<file path="config.mk">
export PLATFORM = sky130hd
export DESIGN_NAME = dmem_lsu
export DESIGN_NICKNAME = d
export VERILOG_FILES = /design/src/rtl/dmem_lsu.sv
export SDC_FILE = /design/constraint.sdc
export NUM_CORES = 2
export LEC_CHECK = 0
export ABC_AREA = 0
export CELL_PAD_IN_SITES_DETAIL_PLACEMENT = 1
export CELL_PAD_IN_SITES_GLOBAL_PLACEMENT = 1
export CORE_UTILIZATION = 40
export CTS_BUF_LIST = sky130_fd_sc_hd__clkbuf_8
export CTS_CLUSTER_SIZE = 16
export DETAILED_ROUTE_END_ITERATION = 7
export PLACE_DENSITY = 0.65
export RECOVER_POWER = 25
export SETUP_SLACK_MARGIN = 0.15
export SYNTH_ARGS = -nofsm -noshare
export SYNTH_HDL_FRONTEND = slang
export SYNTH_SLANG_ARGS = --single-unit
</file>
<file path="constraint.sdc">
create_clock -name clk -period 11.46 [get_ports clk]
set_input_delay 2.292 -clock clk [delete_from_list [all_inputs] [get_ports clk]]
set_output_delay 2.292 -clock clk [all_outputs]
set_load 0.02 [all_outputs]
</file>
<file path="src/rtl/dmem_lsu.sv">
// Byte-lane data memory with a valid/ready load/store port and sign/zero-extended loads.
// Latency: one cycle (an accept at edge N gives rsp_valid in cycle N+1); one request per cycle.
// Backpressure: a one-entry response register; req_ready drops while the response is held.
module dmem_lsu #(
    parameter int DEPTH = 64,
    parameter int AW    = 6
) (
    input  logic        clk,
    input  logic        reset,
    input  logic        req_valid,
    output logic        req_ready,
    input  logic        req_we,
    input  logic [31:0] req_addr,
    input  logic [31:0] req_wdata,
    input  logic [2:0]  req_dext,
    output logic        rsp_valid,
    input  logic        rsp_ready,
    output logic [31:0] rsp_rdata,
    output logic        rsp_fault
);

    logic [3:0][7:0] r_mem [DEPTH];

    logic        r_rsp_valid;
    logic [31:0] r_rsp_rdata;
    logic        r_rsp_fault;

    logic [AW-1:0] w_idx;
    logic [1:0]    w_off;
    logic          w_in_range;
    logic          w_misalign;
    logic          w_bad_dext;
    logic          w_bad_store;
    logic          w_fault;
    logic          w_accept;
    logic          w_mem_we;
    logic [3:0]    w_be;
    logic [31:0]   w_wdata_sh;
    logic [31:0]   w_rd_word;
    logic [31:0]   w_rd_sh;
    logic [31:0]   w_load;
    logic [31:0]   w_rsp_dat;

    assign w_idx = req_addr[AW+1:2];
    assign w_off = req_addr[1:0];

    // Below 4*DEPTH covers both the upper address bits and a non-power-of-two DEPTH.
    assign w_in_range  = req_addr < 32'(DEPTH * 4);
    assign w_misalign  = ((req_dext[1:0] == 2'b01) && (w_off == 2'b11)) ||
                         ((req_dext[1:0] == 2'b10) && (w_off != 2'b00));
    assign w_bad_dext  = (req_dext == 3'b011) || (req_dext[2:1] == 2'b11);
    assign w_bad_store = req_we && req_dext[2];
    assign w_fault     = !w_in_range || w_misalign || w_bad_dext || w_bad_store;

    assign req_ready = !r_rsp_valid || rsp_ready;
    assign w_accept  = req_valid && req_ready && !reset;
    assign w_mem_we  = w_accept && req_we && !w_fault;

    always_comb begin
        w_be = 4'b0000;
        case (req_dext[1:0])
            2'b00:   w_be = 4'b0001 << w_off;
            2'b01:   w_be = 4'b0011 << w_off;
            2'b10:   w_be = 4'b1111;
            default: w_be = 4'b0000;
        endcase
    end

    assign w_wdata_sh = req_wdata << {w_off, 3'b000};

    always_ff @(posedge clk) begin
        if (w_mem_we) begin
            for (int i = 0; i < 4; i++) begin
                if (w_be[i]) r_mem[w_idx][i] <= w_wdata_sh[8*i +: 8];
            end
        end
    end

    assign w_rd_word = r_mem[w_idx];
    assign w_rd_sh   = w_rd_word >> {w_off, 3'b000};

    always_comb begin
        w_load = 32'd0;
        case (req_dext)
            3'b000:  w_load = {{24{w_rd_sh[7]}}, w_rd_sh[7:0]};
            3'b100:  w_load = {24'd0, w_rd_sh[7:0]};
            3'b001:  w_load = {{16{w_rd_sh[15]}}, w_rd_sh[15:0]};
            3'b101:  w_load = {16'd0, w_rd_sh[15:0]};
            3'b010:  w_load = w_rd_sh;
            default: w_load = 32'd0;
        endcase
    end

    assign w_rsp_dat = (w_fault || req_we) ? 32'd0 : w_load;

    always_ff @(posedge clk) begin
        if (reset) begin
            r_rsp_valid <= 1'b0;
            r_rsp_rdata <= 32'd0;
            r_rsp_fault <= 1'b0;
        end else if (w_accept) begin
            r_rsp_valid <= 1'b1;
            r_rsp_rdata <= w_rsp_dat;
            r_rsp_fault <= w_fault;
        end else if (rsp_ready) begin
            r_rsp_valid <= 1'b0;
        end
    end

    assign rsp_valid = r_rsp_valid;
    assign rsp_rdata = r_rsp_rdata;
    assign rsp_fault = r_rsp_fault;

endmodule
</file>
==> results.yml <==
outcome:
  status: "complete, but fails checks"
  violations: "capacitance limit, slew limit"
die:
  ios: 107
  core_um2: 198000
  die_w_um: 449
  start_util_pct: 40.4
  num_rows: 163
  fp.dieH_um: 449
  dieArea_um2: 201000
critical_path:
  cp_top_family: "buffers and inverters"
  crit_type: "in2reg"
  path_max_fanout: 64
  worstSetupEndpointType: "register"
  arrival_ns: 8.96
  critPathMaxStageDelay_ns: 2.77
  path_cells: "clkbuf_1 -> inv_1 -> nor2_2 -> nand2_1 -> o21ai_0 -> o21ai_4 -> buf_4 -> nor2_1"
  worst-path-buf-inv: 3
  cp_slowest_cell: "clkbuf_1"
  required_ns: 12.10
  cp-start-kind: "input port"
sta:
  min_period_ns: 8.32
  setup_ws_ns: 3.14
  grt_setup_unrepaired: "no"
  fin_hold_ws_ns: 0.468
  relSlewSlack_pct: -175
  fin_crit_sh_pct: 72.6
  slew_viol_final: 1233
  max_freq_ghz: 0.120
  setup_tns_ns: 0
  finalSetupViolCount: 0
  fin_skew_ns: 0.0762
  tightestPinTransition_ns: 4.13
  hold_viol_final: 0
global_route:
  grt_use_total_pct: 27.8
  grt_pass1_wl_um: 395000
  grt_antenna_before_repair: 20
  grt.overflow.total: 0
  grt_pass1_vias: 49400
  grt_max_degree: 101
clocking:
  post-cts-setup-buffer-count: 0
  cts.sinks: 2082
  cts-hold-fix-buffers: 0
  htreeDepth: 5
  cts_buffers: 355
  clkLatencyLatePin_ns: 1.07
  tritoncts: "yes"
  post_cts_resized: 0
  root_buffer: "clkbuf_8"
  clockBufferDepth: 4
  clkTransAtPathRegs_ns: 0.06
yosys:
  synth.distinct_cells: 77
  yosys.area.top_type: "edfxtp_1"
  synth_ff_type: "edfxtp_1"
  syn_nets: 4732
  netlist_top_cells_count: "2048 x edfxtp_1, 529 x a22oi_1, 300 x nor2_1"
  syn_area_um2: 79900
  synth_most_common_cell: "edfxtp_1"
  synth_warnings: 0
  syn_inst: 4660
  synth_seq_cells: 2082
  synthTopCellsByArea: "edfxtp_1 77%, a22oi_1 5.0%, a22o_1 1.5%"
  netlist.area_leader.share_pct: 77.0
  synth.avg_cell_area_um2: 17.1
  synthArstFlopShare_pct: 0
  ys_seq_area_share_pct: 77.8
  synth_edf_count: 2048
power:
  ir_worst_vdd_uv: 106
  power_leakage_nw: 28.8
  cellPowerDensity_nw_per_um2: 170
  total_power_mw: 15.3
route:
  drtIter0Drc: 6761
  viasPerCell: 6.38
  drtPass1Iterations: 6
  antenna_left: 0
  drc_errors: 0
  routedWlPerCell_um: 36.9
  wl_um: 287000
  vias: 49700
cells_and_area:
  nets: 4968
  regArea_um2: 62200
  multi_input_area_um2: 16300
  layout-drive-gt1-share_pct: 12.8
  final_cells: 7786
  area_growth_pct: 12.7
  n_fill_cell: 19000
run:
  cap_violations: 20
place:
  dp_slack_ns: 3.81
  place_hpwl_um: 173000
  port_buffers: 106
  placed_cells: 7178
  place_congestion: 0.907
min_path:
  hp-class: "reg2reg"
-- cells by family after synthesis --
group / count (synthesis) / share of synthesized area, %
buffers and inverters: 375 / 2.25
DFF: 2082 / 77.8
AOI/OAI and AO/OA: 1214 / 11.6
xor gates and xnor gates: 1 / 0.0110
and+or+nand+nor: 811 / 5.41
muxes: 177 / 2.86
-- per-stage QoR --
stage | utilization [%] | area (um2)
3_3_place_gp | 42.4 | 84000
5_1_grt | 45.5 | 90000
2_1_floorplan | - | 79900
6_report | 45.5 | 90000
4_1_cts | 45.5 | 90000
3_5_place_dp | 42.5 | 84000
-- final cells by class --
| class | count | area share (%) |
|---|---|---|
| timing repair buffer | 226 | 2.24 |
| clock inverter | 230 | 1.16 |
| clock buffer | 362 | 5.54 |
| sequential | 2082 | 69.1 |
| multi-input combinational | 2203 | 18.1 |
| inverter | 28 | 0.117 |
| tap | 2640 | 3.67 |
| antenna | 15 | 0.0417 |
-- path summary, 6_finish.rpt --
check,slack [ns],from,cells past startpoint,to
worst max-delay path,3.14,req_addr[0],8,r_mem[43][20]
worst min-delay path,0.47,rsp_rdata[2],2,rsp_rdata[2]
worst max register to register,7.83,rsp_valid,7,r_mem[43][20]
worst min register to register,0.47,rsp_rdata[2],2,rsp_rdata[2]
-- report_power, final --
| group | leakage, nW | switching, mW | internal [mW] | total, mW |
|---|---|---|---|---|
| clock | 3.50 | 2.99 | 3.01 | 6.00 |
| combinational | 5.23 | 0.656 | 0.192 | 0.848 |
| sequential | 20.1 | 0.000262 | 8.42 | 8.42 |
-- sequential cells by signal, indices dropped and copies added (netlist names) --
| name | flops |
|---|---|
| rsp_valid | 1 |
| rsp_fault | 1 |
| rsp_rdata | 32 |
| r_mem | 2048 |
-- placed cells by master (no fill, tap or decap), types with 19 or more instances in the layout --
master           count
mux2_2              39
a211oi_1            23
and4_1              27
nor3_1              27
nand4b_1            30
mux4_2              37
clkbuf_1            20
a21oi_1             55
mux2i_1            100
nand4_1             64
nand2_1            162
inv_1              144
a41oi_1             29
nor2_1             283
o2111ai_1           25
clkbuf_8           362
a221oi_1           119
nor4_1              19
edfxtp_1          2048
o21ai_0             36
a31oi_1             72
clkinv_1            85
and4b_1             19
a22o_1             136
buf_4               91
dfxtp_1             34
o22ai_1             41
clkdlybuf4s50_1    100
a22oi_1            529
-- worst register-to-register path: cells and delay by family, from the launching register on --
family,cells,cell delay (ns)
AO/OA/AOI/OAI,1,0.09
flip-flops,1,0.31
buffers and inverters,1,0.36
AND/OR/NAND/NOR,5,2.44
-- per-layer routing --
layer  up-vias  share of wire [%]  GRT usage (%)
li1      19800                  -              -
met1     26200                 39           36.5
met2      2972                 45           42.2
met3       726                 10           7.06
met4        18                6.1           15.3
met5         -              0.042              0
No activity file was read; power rests on OpenSTA's default activity.
